<file path="src/rtl/booth_mul_iter.sv">
// booth_mul_iter: iterative radix-4 Booth multiplier, one partial product per cycle
//   clock, reset_n         : rising-edge clock, async active-low reset
//   flush                  : cancel any operation in flight
//   in_valid / in_ready    : operand handshake (ready only when idle)
//   mulw                   : word mode (HALF x HALF, results sign-extended)
//   mul_signed             : [1] multiplicand signed, [0] multiplier signed
//   multiplicand/multiplier: operands, sampled on accept only
//   out_valid / out_ready  : result handshake, result held until accepted
//   result_hi / result_lo  : product halves, zero while out_valid is low
module booth_mul_iter #(
  parameter int XLEN = 64
) (
  input  logic            clock,
  input  logic            reset_n,
  input  logic            flush,
  input  logic            in_valid,
  output logic            in_ready,
  input  logic            mulw,
  input  logic [1:0]      mul_signed,
  input  logic [XLEN-1:0] multiplicand,
  input  logic [XLEN-1:0] multiplier,
  output logic            out_valid,
  input  logic            out_ready,
  output logic [XLEN-1:0] result_hi,
  output logic [XLEN-1:0] result_lo
);
  localparam int HALF = XLEN / 2;
  localparam int CW = $clog2(HALF + 1);
  typedef enum logic [1:0] {IDLE, BUSY, DONE} state_t;
  state_t state, state_nxt;
  logic [2*XLEN-1:0] acc, mcand, mag, pp, acc_nxt;
  logic [XLEN+2:0] mplr;
  logic [CW-1:0] cnt;
  logic [2:0] d;
  logic w, last, sa, sb;
  assign in_ready = state == IDLE;
  assign out_valid = state == DONE;
  assign last = cnt == (w ? CW'(HALF / 2) : CW'(HALF));
  assign sa = mul_signed[1] & (mulw ? multiplicand[HALF-1] : multiplicand[XLEN-1]);
  assign sb = mul_signed[0] & (mulw ? multiplier[HALF-1] : multiplier[XLEN-1]);
  always_ff @(posedge clock or negedge reset_n)
    if (!reset_n) state <= IDLE;
    else state <= state_nxt;
  always_comb begin
    state_nxt = state;
    if (flush) state_nxt = IDLE;
    else if (state == IDLE && in_valid) state_nxt = BUSY;
    else if (state == BUSY && last) state_nxt = DONE;
    else if (state == DONE && out_ready) state_nxt = IDLE;
  end
  // Booth digit from the low 3 multiplier bits; mcand is pre-shifted by 2*i,
  // so the partial product needs no variable shifter.
  always_comb begin
    d = mplr[2:0];
    mag = (d == 3'b011 || d == 3'b100) ? mcand << 1 : (d == 3'b000 || d == 3'b111) ? '0 : mcand;
    pp = d[2] ? -mag : mag;
    acc_nxt = acc + pp;
  end
  // Word-mode operands are extended all the way to the full datapath width;
  // the extra Booth digits would all be zero, so only HALF/2+1 iterations run.
  always_ff @(posedge clock or negedge reset_n)
    if (!reset_n) begin
      acc <= '0;
      mcand <= '0;
      mplr <= '0;
      cnt <= '0;
      w <= 1'b0;
      result_hi <= '0;
      result_lo <= '0;
    end else if (flush) begin
      acc <= '0;
      cnt <= '0;
      result_hi <= '0;
      result_lo <= '0;
    end else if (state == IDLE && in_valid) begin
      acc <= '0;
      cnt <= '0;
      w <= mulw;
      mcand <= mulw ? {{(XLEN+HALF){sa}}, multiplicand[HALF-1:0]} : {{XLEN{sa}}, multiplicand};
      mplr <= mulw ? {{(HALF+2){sb}}, multiplier[HALF-1:0], 1'b0} : {{2{sb}}, multiplier, 1'b0};
    end else if (state == BUSY) begin
      acc <= acc_nxt;
      mcand <= mcand << 2;
      mplr <= {{2{mplr[XLEN+2]}}, mplr[XLEN+2:2]};
      cnt <= cnt + CW'(1);
      if (last) begin
        result_hi <= w ? {{HALF{acc_nxt[XLEN-1]}}, acc_nxt[XLEN-1:HALF]} : acc_nxt[2*XLEN-1:XLEN];
        result_lo <= w ? {{HALF{acc_nxt[HALF-1]}}, acc_nxt[HALF-1:0]} : acc_nxt[XLEN-1:0];
      end
    end else if (state == DONE && out_ready) begin
      result_hi <= '0;
      result_lo <= '0;
    end
endmodule

</file>
<file path="config.mk">
export PLATFORM = sky130hd
export DESIGN_NAME = booth_mul_iter
export DESIGN_NICKNAME = d
export VERILOG_FILES = /design/src/rtl/booth_mul_iter.sv
export SDC_FILE = /design/constraint.sdc
export NUM_CORES = 1
export LEC_CHECK = 0
export BUFFER_PORTS_ARGS = -buffer_cell sky130_fd_sc_hd__buf_2
export CORE_MARGIN = 1
export CORE_UTILIZATION = 50
export CTS_CLUSTER_SIZE = 14
export DETAILED_ROUTE_END_ITERATION = 10
export GPL_TIMING_DRIVEN = 0
export PLACE_DENSITY_LB_ADDON = 0.25
export SYNTH_ARGS = -nofsm -noshare
export SYNTH_HDL_FRONTEND = slang
export SYNTH_SLANG_ARGS = --single-unit
</file>
<file path="constraint.sdc">
create_clock -name clock -period 19.5 [get_ports clock]
set_input_delay 0.975 -clock clock [delete_from_list [all_inputs] [get_ports clock]]
set_output_delay 0.975 -clock clock [all_outputs]
set_load 0.02 [all_outputs]
</file>
==> flow_summary.json <==
{
  "synth_edf_count": 0,
  "ys_types": 83,
  "relSlewSlack": -0.02112,
  "timing.fmax_mhz": 75.43,
  "pwr-share-comb": 0.667,
  "crit_fanout": 10,
  "synthToLayoutAreaGrowth_pct": 12.55,
  "status": "complete, but fails checks",
  "crit_type": "flop to flop",
  "rows": 94,
  "slowest_stage": "o21ai_0",
  "dr.pass1.iters": 9,
  "antenna_found_initial": 9,
  "hold_viol": 0,
  "hp-class": "primary input to asynchronous set/reset pin",
  "dp_hpwl_um": 112500,
  "hold_slack_ns": 0.2424,
  "ios": 266,
  "synthArstFlopShare": 1.000,
  "drive_gt1_frac": 0.08661,
  "crit_path_frequent_cell": "clkbuf_1",
  "internal_power_mw": 3.279,
  "drc": 0,
  "rsz0062_at_grt": "false",
  "dp.cells": 5382,
  "setup-tns-final_ns": 0,
  "synth-seq-cells": 460,
  "p_clk_frac": 0.132,
  "period_needed_ns": 13.26,
  "power_frac_seq": 0.201,
  "p_leak_nw": 17.45,
  "portBuffers": 263,
  "fp.dieArea_um2": 67460,
  "fill_cells": 6351,
  "slowest_delay_ns": 0.83,
  "setup_violations": 0,
  "final_common_cell": "nand2_1",
  "htreeDepth": 2,
  "max-clock-path-buffers": 3,
  "grt_pass1_vias": 32209,
  "synthTopCellsByArea": "dfrtp_1 (35%), nand2_1 (9.0%), a21oi_1 (7.2%)",
  "die_h_um": 259.7,
  "peakVddDrop_mv": 0.07453,
  "post_cts_buffers": 0,
  "synthCells": 4251,
  "fin_util": 0.5686,
  "drv_slew": 9,
  "clock_latency_ns": 0.63,
  "p_total_mw": 7.411,
  "wl_per_cell_um": 25.69,
  "grt_max_degree": 123,
  "cp.required_ns": 19.98,
  "yosys.area.top_type_share": 0.3466,
  "drt-total-wl_um": 140600,
  "overflow": 0,
  "die_w_um": 259.7,
  "numCtsBuffers": 51,
  "cts_resized": 0,
  "swShare": 0.5575,
  "synth_area_um2": 33210,
  "violations": "capacitance limit, slew limit",
  "worst_pin_slew_ns": 1.532,
  "num_vias": 34853,
  "ys_warn_count": 0,
  "grt_pass1_wl_um": 205500,
  "cts_tree": "done",
  "most-common-layout-cells": "nand2_1 (800), a21oi_1 (478), dfrtp_1 (460)",
  "path_clk_slew_ns": 0.06,
  "initial_core_util": 0.5052,
  "fin_nets": 4869,
  "ctsHoldBuffers": 0,
  "synthesis.nets": 4549,
  "yosysTopAreaCell": "dfrtp_1",
  "post-route-period-util": 0.6799,
  "ant_nets": 0,
  "finClkSkew_ns": 0.03906,
  "p_sw_mw": 4.132,
  "cts_root_buf": "clkbuf_16",
  "critical_path.startpoint_type": "flop",
  "synthFlopType": "dfrtp_1",
  "routed_via_density": 6.369,
  "crit_path_end_kind": "flop",
  "drt_iter0_markers": 4508,
  "worstPathArrival_ns": 13.74,
  "grt_usage": 0.4069,
  "syn_area_per_cell_um2": 7.813,
  "p_per_area_nw_per_um2": 198.2,
  "coreArea_um2": 65750,
  "gp_congestion": 1.032,
  "stdcell_count": 5472,
  "ys_seq_area_frac": 0.3466,
  "cap_viol_max_count": 1,
  "numClockSinks": 460
}
## sequential cells by signal, indices dropped and copies added, names as in the netlist
| signal | flops |
|---|---|
| mcand | 128 |
| result_hi | 64 |
| acc | 128 |
| result_lo | 64 |
| w | 1 |
| cnt | 6 |
| state | 2 |
| mplr | 67 |
## per-layer routing
| metal | vias up | GRT usage | wire, um |
|---|---|---|---|
| met2 | 1955 | 0.6103 | 59910 |
| met1 | 16672 | 0.5779 | 60630 |
| met4 | 6 | 0.1631 | 6385 |
| met3 | 322 | 0.07251 | 13630 |
| li1 | 15898 | - | - |
| met5 | - | 0 | 45 |
## critical path, delay by kind of cell (launching register included)
kind	cells	cell delay (ns)
XOR/XNOR	2	0.74
adder cells (fa/ha/maj)	2	0.53
buffers and inverters	13	6.03
AND/OR/NAND/NOR	9	2.10
AO/OA/AOI/OAI	8	3.37
flip-flops	1	0.33
## power groups by stage
stage | Combinational [mW] | Sequential, mW | Clock [mW]
floorplan | 3.07 | 1.48 | 0
global placement | 4.73 | 1.48 | 0
detailed placement | 4.73 | 1.48 | 0
CTS | 4.76 | 1.47 | 0.988
global route | 5.25 | 1.51 | 1.02
finish | 4.94 | 1.49 | 0.980
## area by class of cell
class / count / area [um2] / share of cell area
multi-input combinational: 3431 / 20290 / 0.5428
sequential: 460 / 11510 / 0.3079
clock buffer: 74 / 1483 / 0.03966
timing repair buffer: 267 / 1436 / 0.03842
buffer: 291 / 1154 / 0.03086
tap: 864 / 1081 / 0.02892
inverter: 69 / 259.0 / 0.006928
clock inverter: 15 / 166.4 / 0.004451
antenna: 1 / 2.502 / 0.00006694
## kinds of logic (layout without fill, tap and decap cells)
group                      Yosys count  count (layout)  share of synthesized area
other                                0               1                          0
adders and majority gates          162             162                    0.06125
and+or+nand+nor                   1518            1518                     0.1997
DFF                                460             460                     0.3466
AOI/OAI and AO/OA                 1499            1499                     0.2823
xor gates and xnor gates           224             224                    0.05907
buffers and inverters              360             716                    0.04253
muxes                               28              28                   0.008589
## Yosys cell counts, types with 22 or more instances
master	n
nand2_1	800
a21oi_1	478
dfrtp_1	460
o21ai_0	386
nor2_1	343
clkbuf_1	238
ha_1	161
a22o_1	134
xor2_1	123
xnor2_1	101
a31oi_1	87
a21o_1	86
nand3_1	80
nand4_1	78
a22oi_1	76
inv_1	68
nor3_1	37
buf_1	35
and2_1	33
o21bai_1	32
a221o_1	26
mux2i_1	24
o31ai_1	24
nand2b_1	22
## through the flow
step	setup WS (ns)	instance area [um2]
after global routing	6.149	37380
after detailed placement	6.841	35730
final	6.242	37380
after CTS	6.774	37380
after floorplan	11.97	33210
after global placement	6.613	35610
## final timing paths
path	from	end	slack, ns	depth (start not counted)
max	mplr[0]	result_hi[57]	6.24	34
min	reset_n	result_hi[37]	0.24	1
max reg2reg	mplr[0]	result_hi[57]	6.24	34
min reg2reg	result_hi[50]	result_hi[50]	0.46	2
max in group asynchronous	reset_n	state[1]	17.32	4
min in group clock	result_hi[50]	result_hi[50]	0.46	2
(Power assumes the default switching activity.)
